$ cat src/rtl/lsu_dmem.sv
// lsu_dmem: load/store unit between the core MEM stage and a req/gnt/rvalid
// data-memory port. Stalls the core while an access is in flight and returns
// byte/half/word load data extended to 32 bits.
// Optional build macro MISALIGNED_SPLIT_EN: misaligned accesses are serviced
// (word-crossing ones as two beats) instead of raising fault_misalign.
module lsu_dmem #(
    parameter int unsigned TIMEOUT = 255
) (
    input  logic        clk,
    input  logic        rst,
    input  logic        load,
    input  logic        store,
    input  logic [2:0]  funct3,
    input  logic [31:0] addr,
    input  logic [31:0] wdata,
    output logic        stall,
    output logic        done,
    output logic [31:0] rdata,
    output logic        fault_misalign,
    output logic        fault_illegal,
    output logic        fault_bus,
    output logic        mem_req,
    output logic        mem_we,
    output logic [31:0] mem_addr,
    output logic [3:0]  mem_wstrb,
    output logic [31:0] mem_wdata,
    input  logic        mem_gnt,
    input  logic        mem_rvalid,
    input  logic [31:0] mem_rdata
);

`ifdef MISALIGNED_SPLIT_EN
    localparam bit SPLIT_EN = 1'b1;
`else
    localparam bit SPLIT_EN = 1'b0;
`endif

    // Last counter value before a wait is declared a bus error.
    localparam logic [31:0] TO_LAST = (TIMEOUT == 0) ? 32'd0 : 32'(TIMEOUT - 1);
    localparam bit          TO_EN   = (TIMEOUT != 0);

    typedef enum logic [2:0] {
        IDLE  = 3'd0,
        REQ1  = 3'd1,
        WAIT1 = 3'd2,
        REQ2  = 3'd3,
        WAIT2 = 3'd4,
        DONE  = 3'd5
    } state_e;

    state_e      state_q, state_d;
    logic [31:0] addr_q, addr_d;
    logic [2:0]  f3_q, f3_d;
    logic [31:0] wdata_q, wdata_d;
    logic        we_q, we_d;
    logic [31:0] rd1_q, rd1_d;
    logic [31:0] cnt_q, cnt_d;
    logic [31:0] rdata_q, rdata_d;
    logic        fm_q, fm_d;
    logic        fi_q, fi_d;
    logic        fb_q, fb_d;

    logic        illegal_s, misal_s, split_s, timeout_s, busy_s;
    logic [7:0]  wide_strb_s;
    logic [31:0] word_addr_s, lane_wdata_s, ext_s, lo_s, hi_s;

    // Byte-enable pattern of an access of the given size at lane 0.
    function automatic logic [3:0] size_mask(input logic [1:0] size);
        case (size)
            2'b00:   return 4'b0001;
            2'b01:   return 4'b0011;
            default: return 4'b1111;
        endcase
    endfunction

    // Replicate the store datum across lanes, then rotate so the low byte
    // sits on lane addr[1:0]; aligned accesses see plain replication and
    // word-crossing accesses get the right bytes on both beats.
    function automatic logic [31:0] lane_data(input logic [1:0]  size,
                                              input logic [31:0] wd,
                                              input logic [1:0]  off);
        logic [31:0] rep;
        logic [5:0]  sh;
        case (size)
            2'b00:   rep = {4{wd[7:0]}};
            2'b01:   rep = {2{wd[15:0]}};
            default: rep = wd;
        endcase
        sh = {1'b0, off, 3'b000};
        return (rep << sh) | (rep >> (6'd32 - sh));
    endfunction

    // Shift the (possibly two-word) read data down to the accessed byte and extend.
    function automatic logic [31:0] load_ext(input logic [2:0]  f3,
                                             input logic [63:0] pair,
                                             input logic [1:0]  off);
        logic [31:0] w;
        w = 32'(pair >> {off, 3'b000});
        case (f3)
            3'b000:  return {{24{w[7]}}, w[7:0]};
            3'b001:  return {{16{w[15]}}, w[15:0]};
            3'b100:  return {24'd0, w[7:0]};
            3'b101:  return {16'd0, w[15:0]};
            default: return w;
        endcase
    endfunction

    assign done           = (state_q == DONE);
    assign stall          = (load | store) & ~done;
    assign rdata          = rdata_q;
    assign fault_misalign = fm_q;
    assign fault_illegal  = fi_q;
    assign fault_bus      = fb_q;

    // Access classification and datapath helpers
    always_comb begin
        illegal_s = (load & store)
                  | (load  & ~(funct3 inside {3'b000, 3'b001, 3'b010, 3'b100, 3'b101}))
                  | (store & ~(funct3 inside {3'b000, 3'b001, 3'b010}));
        misal_s   = ~SPLIT_EN & (((funct3[1:0] == 2'b01) & addr[0])
                               | ((funct3[1:0] == 2'b10) & (addr[1:0] != 2'b00)));
        wide_strb_s  = {4'b0000, size_mask(f3_q[1:0])} << addr_q[1:0];
        split_s      = SPLIT_EN & (wide_strb_s[7:4] != 4'b0000);
        word_addr_s  = {addr_q[31:2], 2'b00};
        lane_wdata_s = lane_data(f3_q[1:0], wdata_q, addr_q[1:0]);
        lo_s         = (state_q == WAIT1) ? mem_rdata : rd1_q;
        hi_s         = (state_q == WAIT2) ? mem_rdata : 32'd0;
        ext_s        = load_ext(f3_q, {hi_s, lo_s}, addr_q[1:0]);
        busy_s       = (state_q inside {REQ1, WAIT1, REQ2, WAIT2});
        timeout_s    = TO_EN & (cnt_q == TO_LAST);
    end

    // Next-state logic: access acceptance, handshake sequencing, completion
    always_comb begin
        state_d = state_q;
        addr_d  = addr_q;
        f3_d    = f3_q;
        wdata_d = wdata_q;
        we_d    = we_q;
        rd1_d   = rd1_q;
        rdata_d = rdata_q;
        fm_d    = 1'b0;
        fi_d    = 1'b0;
        fb_d    = 1'b0;
        case (state_q)
            IDLE: begin
                if (load | store) begin
                    addr_d  = addr;
                    f3_d    = funct3;
                    wdata_d = wdata;
                    we_d    = store;
                    if (illegal_s) begin
                        state_d = DONE;
                        fi_d    = 1'b1;
                        rdata_d = 32'd0;
                    end else if (misal_s) begin
                        state_d = DONE;
                        fm_d    = 1'b1;
                        rdata_d = 32'd0;
                    end else begin
                        state_d = REQ1;
                    end
                end else begin
                    state_d = IDLE;
                end
            end
            REQ1, REQ2: begin
                if (mem_gnt) begin
                    if (!we_q) begin
                        state_d = (state_q == REQ1) ? WAIT1 : WAIT2;
                    end else if ((state_q == REQ1) && split_s) begin
                        state_d = REQ2;
                    end else begin
                        state_d = DONE;
                        rdata_d = 32'd0;
                    end
                end else if (timeout_s) begin
                    state_d = DONE;
                    fb_d    = 1'b1;
                    rdata_d = 32'd0;
                end else begin
                    state_d = state_q;
                end
            end
            WAIT1, WAIT2: begin
                if (mem_rvalid) begin
                    rd1_d = mem_rdata;
                    if ((state_q == WAIT1) && split_s) begin
                        state_d = REQ2;
                    end else begin
                        state_d = DONE;
                        rdata_d = ext_s;
                    end
                end else if (timeout_s) begin
                    state_d = DONE;
                    fb_d    = 1'b1;
                    rdata_d = 32'd0;
                end else begin
                    state_d = state_q;
                end
            end
            DONE: begin
                state_d = IDLE;
            end
            default: begin
                state_d = IDLE;
            end
        endcase
        cnt_d = (busy_s && (state_d == state_q)) ? cnt_q + 32'd1 : 32'd0;
    end

    // Memory-side outputs decoded from the registered state and latched access
    always_comb begin
        mem_req   = 1'b0;
        mem_we    = 1'b0;
        mem_addr  = 32'd0;
        mem_wstrb = 4'b0000;
        mem_wdata = 32'd0;
        case (state_q)
            REQ1: begin
                mem_req   = 1'b1;
                mem_we    = we_q;
                mem_addr  = word_addr_s;
                mem_wstrb = we_q ? wide_strb_s[3:0] : 4'b0000;
                mem_wdata = we_q ? lane_wdata_s : 32'd0;
            end
            REQ2: begin
                mem_req   = 1'b1;
                mem_we    = we_q;
                mem_addr  = word_addr_s + 32'd4;
                mem_wstrb = we_q ? wide_strb_s[7:4] : 4'b0000;
                mem_wdata = we_q ? lane_wdata_s : 32'd0;
            end
            default: begin
                mem_req = 1'b0;
            end
        endcase
    end

    // State and datapath registers
    always_ff @(posedge clk or posedge rst) begin
        if (rst) begin
            state_q <= IDLE;
            addr_q  <= 32'd0;
            f3_q    <= 3'd0;
            wdata_q <= 32'd0;
            we_q    <= 1'b0;
            rd1_q   <= 32'd0;
            cnt_q   <= 32'd0;
            rdata_q <= 32'd0;
            fm_q    <= 1'b0;
            fi_q    <= 1'b0;
            fb_q    <= 1'b0;
        end else begin
            state_q <= state_d;
            addr_q  <= addr_d;
            f3_q    <= f3_d;
            wdata_q <= wdata_d;
            we_q    <= we_d;
            rd1_q   <= rd1_d;
            cnt_q   <= cnt_d;
            rdata_q <= rdata_d;
            fm_q    <= fm_d;
            fi_q    <= fi_d;
            fb_q    <= fb_d;
        end
    end

endmodule

$ cat config.mk
export PLATFORM = sky130hd
export DESIGN_NAME = lsu_dmem
export DESIGN_NICKNAME = d
export VERILOG_FILES = /design/src/rtl/lsu_dmem.sv
export SDC_FILE = /design/constraint.sdc
export NUM_CORES = 1
export LEC_CHECK = 0
export ABC_AREA = 0
export ABC_CLOCK_PERIOD_IN_PS = 12200
export CAP_MARGIN = 20
export CELL_PAD_IN_SITES_DETAIL_PLACEMENT = 0
export CELL_PAD_IN_SITES_GLOBAL_PLACEMENT = 1
export CORE_MARGIN = 2
export CORE_UTILIZATION = 42
export DETAILED_ROUTE_END_ITERATION = 8
export PLACE_DENSITY_LB_ADDON = 0.15
export SYNTH_ARGS = -nofsm -noshare
export SYNTH_HDL_FRONTEND = slang
export SYNTH_SLANG_ARGS = --single-unit
$ cat constraint.sdc
create_clock -name clk -period 12.2 [get_ports clk]
set_input_delay 2.44 -clock clk [delete_from_list [all_inputs] [get_ports clk]]
set_output_delay 2.44 -clock clk [all_outputs]
set_load 0.01 [all_outputs]
==> flow_results.org, run 1 <==
** Placement
- At the placement stage, the worst setup path has a slack of 5.843 ns.
- Routability-driven placement congestion ratio :: 0.8346
- Summed over all nets, the half-perimeter wirelength after detailed placement is 20.98 mm.
- Total of buffers placed on input and output ports :: 209

** Timing
- Setup repair after global routing left no endpoint under its margin.
- Of the available clock period, the critical path in the final layout requires 52.00%.
- Max-Slew Margin vs Limit :: a little under a quarter
- Peak Freq :: around 160 MHz
- Post-Route Setup TNS :: 0 ns
- The max-slew violation total from the final report came to 0.
- Count of final setup violators :: 0
- The clock arrives with 0.009523 ns of skew.
- The final count of hold timing violations is 0.
- The worst path needs 6.345 ns of the cycle, external delays included.
- Hold timing on the final database bottoms out at a slack of ~0.48 ns.
- The worst path meets setup with 5.855 ns of slack.
- Slew at the pin closest to its max-slew limit :: 1.141 ns

** Route
- Wire length reported by the detailed router :: 31.39 mm
- Dividing the detail-routed via count by the number of cells gives roughly 5.6.
- Total via count after detailed routing :: 9697
- For this block, the initial DRC count from the detailed router was 706.
- For this run, design rule violations remaining after detail routing come to 0.
- Pre-Repair DR Iteration Count :: 6
- The count of nets left with antenna violations once routing finished came out at 0.
- Post-detailed-route wirelength per cell :: 18.27 um

** Yosys
- Post-synthesis sequential area ratio :: 40.81%
- Register bit count reported by yosys :: 170
- Cell area after synthesis :: 10420 um2
- The synthesized design devotes to its leading area cell type between 40 and 50% of total area.
- For this run, asynchronously set or reset flops after synthesis account for 100.0%.
- Netlist cell types :: 62
- Largest cells by area after synthesis :: dfrtp_1, nand2_1, mux4_2
- Post-Syn Area per Cell :: 8.552 um2
- Instance count of the mapped netlist :: around 1.2k
- Area leader, netlist :: dfrtp_1
- Among all flip-flop cells after synthesis, the most frequent one is dfrtp_1.
- Yosys printed 0 warnings.
- In this run, synthesis inferred 0 flip-flops with an integrated enable.

** Finish
- Layout cell share with drive strength beyond 1 :: under 10%
- In the final design database the tool counted between 1k and 1.5k nets.
- Number of antenna diodes :: 0
- Layout Area Growth over Synthesis :: 28.50%

** Critical path
- For the worst setup path, the data required time is 9.76 ns.
- Type of destination of the critical path :: output pin
- For the worst setup path, the data arrival time is 3.90 ns.
- Type of origin of the critical path :: input port
- Launch instance of the worst register-to-register path :: addr_q[0]$_DFFE_PP0P_
- Worst-case register-to-register setup slack :: 8.97 ns
- Category of the critical setup timing path :: input port to output pin
- Worst R2R Path Depth :: 7
- Reg-to-reg critical path endpoint :: rdata[17]$_DFFE_PP0P_
- Of all nets on the critical path, the largest fanout is 4.

** Floorplan
- Area of the die :: 26100 um2
- After floorplanning, the core was divided into 57 placement rows.
- The floorplan step defined a core boundary enclosing 24320 um2.
- Effective utilization at floorplan :: 42.87%
- Boundary pin count :: 212
- Chip height :: 161.6 um
- The die is 161.6 um wide.

** Global route
- Wire length of the first global-routing pass :: 50.63 mm
- Total global routing track utilization :: between 20% and 30%
- Number of antenna violations at the first check in global routing :: 1
- Overall overflow remaining after global route :: 0
- The via count of the first global-routing pass is 9444.
- Entering global routing, the biggest net connects 68 pins.

** Clock network
- Root Buffer Master :: clkbuf_16
- Clock buffer count from CTS :: 17
- Count of instances resized after the clock tree is built :: 0
- TritonCTS clock tree :: yes
- For the worst-skew pair, the clock arrives at the later sink with an insertion delay of ~0.43 ns.
- The longest clock path from root to sink contains 2 buffers.
- After clock tree synthesis, the clock-pin slew on the worst setup and hold paths is 0.07 ns.
- In this run, post-CTS hold repair placed 0 buffers.
- Post-CTS timing repair inserted 0 buffers for setup.
- The H-tree was split into 4 levels.
- The clock drives 170 sinks.

** Hold path
- In this run the worst hold path is classified as flip-flop to flip-flop.
- Startpoint of the tightest hold check path :: rd1_q[1]$_DFFE_PP0P_
- Worst-case hold path end point :: rd1_q[1]$_DFFE_PP0P_
- Number of cells traversed by the worst hold path :: 2

** Pwr
- In this run the static leakage power is 0.005876 uW.
- Power Dens Cells :: 247.5 nW/um2
- VDD sags by at most roughly 0.12 mV.
- The design draws ~3300 uW.

** Run
- Total of max-cap violations :: 0

** Run status
- The run finished with clean final reports.
power breakdown:
part / total (uW) / internal [uW] / switching [uW]
Clock: 600 / 349 / 251
Combinational: 1710 / 772 / 943
Sequential: 1000 / 763 / 238
Total: 3320 / 1880 / 1430
layer usage:
metal  share of wire (%)  track usage (%)  vias to the layer above
li1                    -                -                     4605
met1                  45            34.05                     4687
met2                  45            37.20                      341
met3                 6.9            5.342                       62
met4                 2.7            8.644                        2
met5               0.041                0                        -
sequential cells by signal (all words and copies together), names as in the netlist:
| register | count |
|---|---|
| addr_q | 32 |
| fault_illegal | 1 |
| fault_bus | 1 |
| rd1_q | 32 |
| wdata_q | 32 |
| f3_q | 3 |
| state_q | 3 |
| fault_misalign | 1 |
| rdata | 32 |
| cnt_q | 32 |
| we_q | 1 |
layout make-up:
class / count / area, um2
Clock buffer: 18 / 429.2
Tap cell: 324 / 405.4
Multi-Input combinational cell: 955 / 5821
Clock inverter: 14 / 203.9
Timing Repair Buffer: 226 / 2232
Inverter: 11 / 46.29
Fill cell: 2290 / 10920
Sequential cell: 170 / 4259
worst max-delay path by stage:
stage / start / cells past startpoint / slack (ns) / end
after floorplan: rst / 1 / 5.16 / addr_q[0]$_DFFE_PP0P_
after global placement: store / 4 / 5.83 / stall
after detailed placement: store / 4 / 5.84 / stall
after CTS: store / 4 / 5.84 / stall
after global routing: addr_q[0]$_DFFE_PP0P_ / 6 / 5.65 / mem_wdata[14]
final: store / 4 / 5.86 / stall
cell usage after synthesis (4+ instances only):
master and n:
a211o_1 21, nor3b_1 10, or3_1 10, o22ai_1 8, ha_1 4, dfrtp_1 170, and3_1 17, a221oi_1 4
mux4_2 22, nor2_1 100, nand3_1 27, and4_1 6, a21oi_1 36, a222oi_1 8, xor2_1 26, nand4_1 20
o32ai_1 4, clkbuf_1 60, o211ai_1 6, buf_2 13, nand2b_1 4, buf_4 4, nand2_1 364, xnor2_1 20
nor3_1 13, mux2_2 29, a221o_1 10, a311oi_1 7, inv_1 10, buf_1 7, a211oi_1 4, a22oi_1 13
or2_2 8, or4_1 4, o21ai_0 50, nor4_1 13, mux2i_1 49
cell usage in the layout (no fill, tap or decap), types with 9 or more instances in the layout:
master	Yosys	layout
a211o_1	21	21
clkdlybuf4s50_1	0	209
xnor2_1	20	20
xor2_1	26	26
nor3b_1	10	10
nor2_1	100	99
or3_1	10	10
nand2_1	364	364
mux2_2	29	29
buf_4	4	16
inv_1	10	9
nor4_1	13	12
mux4_2	22	22
nor3_1	13	13
dfrtp_1	170	168
o21ai_0	50	50
and3_1	17	17
nand3_1	27	27
a22oi_1	13	13
a221o_1	10	10
clkbuf_16	0	17
a21oi_1	36	36
mux2i_1	49	49
nand4_1	20	20
critical path, cell delays in order:
cell	delay [ns]
clkdlybuf4s50_1	0.56
nor2_1	0.14
nor2_1	0.19
clkdlybuf4s50_1	0.58
kinds of logic (layout without fill, tap and decap cells):
group                      count (synthesis)  in the layout  share of synthesized area, %
muxes                                    100            100                         12.59
DFF                                      170            170                         40.81
and+or+nand+nor                          613            613                         25.95
other                                      1              2                       0.03597
xor gates and xnor gates                  46             46                         3.865
buffers and inverters                     95            269                         3.721
adders and majority gates                  4              4                        0.4801
AOI/OAI and AO/OA                        190            190                         12.55
through the flow:
stage          cell area, um2  util, %  std cells
5_1_grt                 13400    55.09       1718
6_report                13400    55.09       1718
2_1_floorplan           10430        -       1220
4_1_cts                 13380    55.00       1717
3_3_place_gp            12740    52.40       1685
3_5_place_dp            12740    52.40       1685
Note: power is estimated with default switching activity, not from simulation.
==> run 2, diff against run 1 <==
--- a/config.mk
+++ b/config.mk
@@ -6,12 +6,12 @@
 export NUM_CORES = 1
 export LEC_CHECK = 0
 export ABC_AREA = 0
-export ABC_CLOCK_PERIOD_IN_PS = 12200
+export ABC_CLOCK_PERIOD_IN_PS = 5600
 export CAP_MARGIN = 20
 export CELL_PAD_IN_SITES_DETAIL_PLACEMENT = 0
 export CELL_PAD_IN_SITES_GLOBAL_PLACEMENT = 1
 export CORE_MARGIN = 2
-export CORE_UTILIZATION = 42
+export CORE_UTILIZATION = 35
 export DETAILED_ROUTE_END_ITERATION = 8
 export PLACE_DENSITY_LB_ADDON = 0.15
 export SYNTH_ARGS = -nofsm -noshare
==> constraint.sdc (replaced) <==
create_clock -name clk -period 5.6 [get_ports clk]
set_input_delay 1.12 -clock clk [delete_from_list [all_inputs] [get_ports clk]]
set_output_delay 1.12 -clock clk [all_outputs]
set_load 0.01 [all_outputs]
==> run 2 against run 1 <==
Register-to-register slack got worse by 6.3 ns. Flip-flop and latch count unchanged. Non-clock buffer count increased by 3. Critical path type is now flip-flop to output pin. Largest cell class unchanged.
==> flow_results.org, run 2 (synthesis gave the netlist of run 1 again) <==
** Timing
- Max-slew violation count :: 0
- In the final timing run, aggregate negative setup slack is 0 ns.
- Max-Slew Margin vs Limit :: 29.23%
- Period minus WS final :: 4.511 ns
- After layout, the worst setup slack is approximately 1.1 ns.
- Slew at the pin closest to its max-slew limit :: 1.053 ns
- Share of the cycle needed by the critical path after routing :: 80.54%
- Peak Freq :: 221.7 MHz
- The final count of hold timing violations is 0.
- Clock skew on the completed layout was measured at 0.01746 ns.
- Setup violations remaining at the end of the flow were counted as 0.
- Setup repair after global routing missed its margin :: no

** Hold path
- Min-Delay Path Class :: flip-flop to flip-flop
- Number of cells traversed by the worst hold path :: 2

** Global route
- Via count of the first global-routing pass :: 9419
- Entering global routing, the biggest net connects 171 pins.
- Total global routing track utilization :: 21.15%
- The first global-routing pass estimated 52.12 mm of wire.
- Global routing finished with a remaining overflow of 0.
- Number of antenna violations at the first check in global routing :: 2

** Clock network
- CTS placed an instance of clkbuf_16 at the clock tree root.
- Clock Latency Late Sink :: between 0.4 and 0.5 ns
- Counting along the longest clock path gives a buffer depth of 2.
- CTS clk-pin slew, worst paths :: 0.08 ns
- The clock drives 170 sinks.
- Clock buffer count from CTS :: 17
- # Post-CTS Setup Buffers :: 0
- Count of instances resized after the clock tree is built :: 0
- TritonCTS clock tree :: yes
- Maximum level of the CTS H-tree :: 4
- # hold bufs at CTS :: 0

** Route
- Pre-Repair DR Iteration Count :: 6
- Wire length reported by the detailed router :: approximately 33 mm
- Once detail routing completed, the nets flagged for antenna violations numbered 0.
- Dividing the detail-routed wire length by the instance count gives 18.25 um.
- In the routed design, unresolved DRC markers number 0.
- After detailed routing, the number of vias per cell comes to roughly 5.3.
- The final route contains between 9k and 10k vias.
- For this block, the initial DRC count from the detailed router was 677.

** Placement
- Routability-driven placement congestion ratio :: 0.8619
- Post-DP HPWL :: 21.82 mm
- Placement-stage worst setup slack :: 1.483 ns
- Buffers placed on the I/O ports in this run total 209.

** Pwr
- Maximum vdd drop :: roughly 0.27 mV
- Dividing total power by cell area gives a power density of between 500 and 600 nW/um2.
- Static leakage :: 0.005888 uW
- Summing internal, switching and leakage power gives 7204 uW.

** Critical path
- Worst-case register-to-register setup slack :: 2.69 ns
- Start point of the critical path :: addr_q[0]$_DFFE_PP0P_
- Critical path endpoint :: mem_wdata[7]
- The endpoint identified for the worst register-to-register timing path is wdata_q[23]$_DFFE_PP0P_.
- The setup path with the least slack is of type flip-flop to output pin.
- For the worst setup path, the data arrival time is 3.39 ns.
- Required @ worst endpoint :: ~4.5 ns
- The worst setup path is captured at an output pin.
- For the worst flop-to-flop path, the logic depth is 6.
- Highest net fanout along the worst path :: 17
- STA classifies the critical path startpoint as a flip-flop.
- Launch instance of the worst register-to-register path :: state_q[1]$_DFF_PP0_

** Floorplan
- From bottom edge to top edge, the die measures 176.6 um.
- Boundary pin count :: 212
- Core Region :: 29480 um2
- The die covers 31180 um2.
- The die is 176.6 um wide.
- After floorplanning, the core was divided into 63 placement rows.
- For this configuration, the core starts out at a cell density of 35.36%.

** Run status
- Result of the run :: completed

** Finish
- After the last flow step, the layout net total stands at 1493.
- Most used cells in the layout excluding fill and tap cells :: nand2_1, clkdlybuf4s50_1, dfrtp_1
- In the final layout, the share of cells above drive strength 1 is 9.091%.
- Compared with the post-synthesis result, the final layout area differs by 29.67%.
- The library cell used most frequently in the layout, excluding fill and tap cells, is nand2_1.

** Run
- Total of max-cap violations :: 0
-- run 2: changes by cell type in the layout (fill, tap and decap cells not counted), sizes merged --
cell    before  now
bufinv       4    1
diode        0    3
clkbuf      18   17
buf         17   20
inv         18   17
clkinv       2    7
-- run 2: critical path, stage by stage, from the launching register on --
cell,delay (ns)
dfrtp_4,0.48
inv_2,0.33
ha_1,0.45
nor2_1,0.39
buf_4,0.30
a21o_1,0.23
a222oi_1,0.11
nor2_1,0.12
clkdlybuf4s50_1,0.54
-- run 2: per-stage QoR --
step | area (um2) | std cells | util (%) | hold slack, ns
finish | 13520 | 1790 | 45.85 | 0.4709
global route | 13510 | 1787 | 45.83 | 0.4933
CTS | 13480 | 1786 | 45.73 | 0.4797
detailed placement | 12860 | 1754 | 43.62 | 0.4584
global placement | 12860 | 1754 | 43.62 | 0.4558
floorplan | 10430 | 1220 | - | 0.4401
-- run 2: layout make-up --
cell class,count,area (um2)
clock inverter,15,197.7
antenna,3,7.507
sequential,170,4259
timing repair buffer,229,2275
clock buffer,17,425.4
multi-input combinational,955,5821
inverter,11,45.04
tap,390,488.0
fill,2940,15960
-- run 2: report_power, final --
part / internal [uW] / leakage (uW) / switching [uW]
Combinational: 1700 / 0.00338 / 2150
Clock: 651 / 0.000304 / 607
Sequential: 1660 / 0.00220 / 440
Total: 4010 / 0.00589 / 3200
-- run 2: worst min-delay path by stage --
stage,from,to
after floorplan,wdata_q[16]$_DFFE_PP0P_,wdata_q[16]$_DFFE_PP0P_
after detailed placement,wdata_q[22]$_DFFE_PP0P_,wdata_q[22]$_DFFE_PP0P_
final,wdata_q[22]$_DFFE_PP0P_,wdata_q[22]$_DFFE_PP0P_
after CTS,wdata_q[22]$_DFFE_PP0P_,wdata_q[22]$_DFFE_PP0P_
after global placement,wdata_q[22]$_DFFE_PP0P_,wdata_q[22]$_DFFE_PP0P_
after global routing,wdata_q[22]$_DFFE_PP0P_,wdata_q[22]$_DFFE_PP0P_
-- run 2: metal layers --
layer / track usage, % / routed length, um / vias up / share of wire, %
met3: 4.845 / 1840 / 29 / 5.6
met2: 32.96 / 14810 / 243 / 45
met5: 0 / 0 / - / 0
li1: - / - / 4620 / -
met1: 29.51 / 15460 / 4631 / 47
met4: 5.785 / 544 / 0 / 1.7
==> RTL change: new RTL, flow settings as in run 2 <==
The parameter `TIMEOUT` goes from 255 to 128.
--- a/src/rtl/lsu_dmem.sv
+++ b/src/rtl/lsu_dmem.sv
@@ -5,5 +5,5 @@
 // (word-crossing ones as two beats) instead of raising fault_misalign.
 module lsu_dmem #(
-    parameter int unsigned TIMEOUT = 255
+    parameter int unsigned TIMEOUT = 128
 ) (
     input  logic        clk,
Function: no difference found for any inputs over 4 cycles, from zero or initial values and one cycle with rst high; that may be too few to reach the edited logic, so the function may still have changed.
==> RTL change against run 2 <==
Area after synthesis increased by 2.1%. Total power increased by 3.5%. Worst setup slack got worse by 0.21 ns. Critical path depth decreased by 1. Maximum frequency decreased by 4.5%. Sequential cell count unchanged. Sequential share of layout area decreased by 0.41 points. Final cell count decreased by 4.7%. Wire length decreased by 1.3%. Cell area increased by 1.3%. Largest power group unchanged.
==> RTL change: results (changes against run 2) <==
| Metric | Value |
|---|---|
| XOR/XNOR Fraction of Synth Area | 3.704% (was 3.865%) |
| Critical Path End | mem_wdata[1] (was mem_wdata[7]) |
| Sequential share of the synthesized area | 39.98% (was 40.81%) |
| Worst path slowest cell | a22oi_1 (was clkdlybuf4s50_1) |
| Critical path's largest stage delay | 0.66 ns (was 0.54 ns) |
| Post-synth top cells | dfrtp_1 (170), nand2_1 (151), nor2_1 (101) (was nand2_1 (364), dfrtp_1 (170), nor2_1 (100)) |
| First-pass GRT wire length | 51.38 mm (was 52.12 mm) |
| Dpl hpwl | 21.88 mm (was 21.82 mm) |
| Hold Crit Class | reg2reg (unchanged) |
| Crit-path leading delay family | compound AO/OA/AOI/OAI gates (was buffers and inverters) |
| Fraction of the mapped netlist area in adder cells | 0.3528% (was 0.4801%) |
| Leakage Power | 5.454 nW (was 5.888 nW) |
| Critical R2R Capture | rdata[19] (was wdata_q[23]) |
| Largest net degree at the start of global routing | 94 (was 171) |
| Synth cell types | 70 (was 62) |
| Compound-Gate Fraction of Synth Area | 14.08% (was 12.55%) |
| Layout Nets | 1408 (was 1493) |
| Gp weighted congestion | 0.8017 (was 0.8619) |
| GRT Total Usage | 20.77% (was 21.15%) |
| Synth top area cells | dfrtp_1 (40%), mux2_2 (8.6%), mux2i_1 (7.1%) (was dfrtp_1 (41%), nand2_1 (13%), mux4_2 (4.8%)) |
| Tcrit/Tclk final | 84.33% (was 80.54%) |
| DRT Pass-1 Iters | 7 (was 6) |
| R2R Setup Slk | 2.20 ns (was 2.69 ns) |
| Maximum fanout along the worst path | 37 (was 17) |
| DR iter-0 viols | 579 (was 677) |
| Worst VDD drop | 0.3174 mV (was 0.2725 mV) |
| Cell Area, Placed | 13050 um2 (was 12860 um2) |
| Via count | 9204 (was 9523) |
| Worst Skew | 0.01023 ns (was 0.01746 ns) |
| Post-Place Worst Slack | 1.346 ns (was 1.483 ns) |
| Status | finished, final reports clean (unchanged) |
| Mux share of post-synthesis cell area | 18.59% (was 12.59%) |
[RTL change: routing by layer]
layer / global-route usage, % / up-vias / share of wire [%]
met4: 5.115 / 4 / 0.82
met2: 32.08 / 240 / 46
met1: 28.96 / 4506 / 46
met5: 0 / - / 0.084
met3: 5.456 / 26 / 6.8
li1: - / 4428 / -
[RTL change: cells by family (layout without fill, tap and decap cells)]
group / after synthesis / after routing
flip-flops: 170 / 170
other: 1 / 4
buffers and inverters: 118 / 300
adder cells (fa/ha/maj): 3 / 3
AO/OA/AOI/OAI: 216 / 216
AND/OR/NAND/NOR: 407 / 407
multiplexers: 170 / 170
XOR/XNOR: 45 / 45
[RTL change: tightest hold or removal path: stages, from the launching register on]
cell     delay, ns
dfrtp_1       0.34
nand2_1       0.05
nand2_1       0.05
[RTL change: worst min path at each step]
stage / end / startpoint
2_1_floorplan: rd1_q[0] / rd1_q[0]
3_3_place_gp: rd1_q[29] / rd1_q[29]
3_5_place_dp: rd1_q[0] / rd1_q[0]
4_1_cts: rd1_q[28] / rd1_q[28]
5_1_grt: rd1_q[28] / rd1_q[28]
6_report: rd1_q[30] / rd1_q[30]
[RTL change: through the flow]
stage,instances,hold slack (ns),power [mW]
finish,1705,0.4736,7.457
detailed placement,1670,0.4598,6.181
global route,1705,0.5002,8.038
floorplan,1131,0.4410,4.861
CTS,1702,0.4799,7.499
global placement,1670,0.4566,6.182
[RTL change: area by class of cell]
cell class,instances,area [um2]
Clock buffer,18,439.2
Tap cell,390,488.0
Clock inverter,14,180.2
Multi-Input combinational cell,843,5881
Timing Repair Buffer,232,2302
Fill cell,2917,16100
Sequential cell,170,4258
Inverter,36,138.9
Antenna cell,2,5.005
[RTL change: report_power, final]
group	total [mW]	internal, mW	leakage, nW	switching (mW)
combinational	4.07	1.87	2.99	2.21
sequential	2.11	1.66	2.16	0.450
clock	1.27	0.725	0.309	0.545
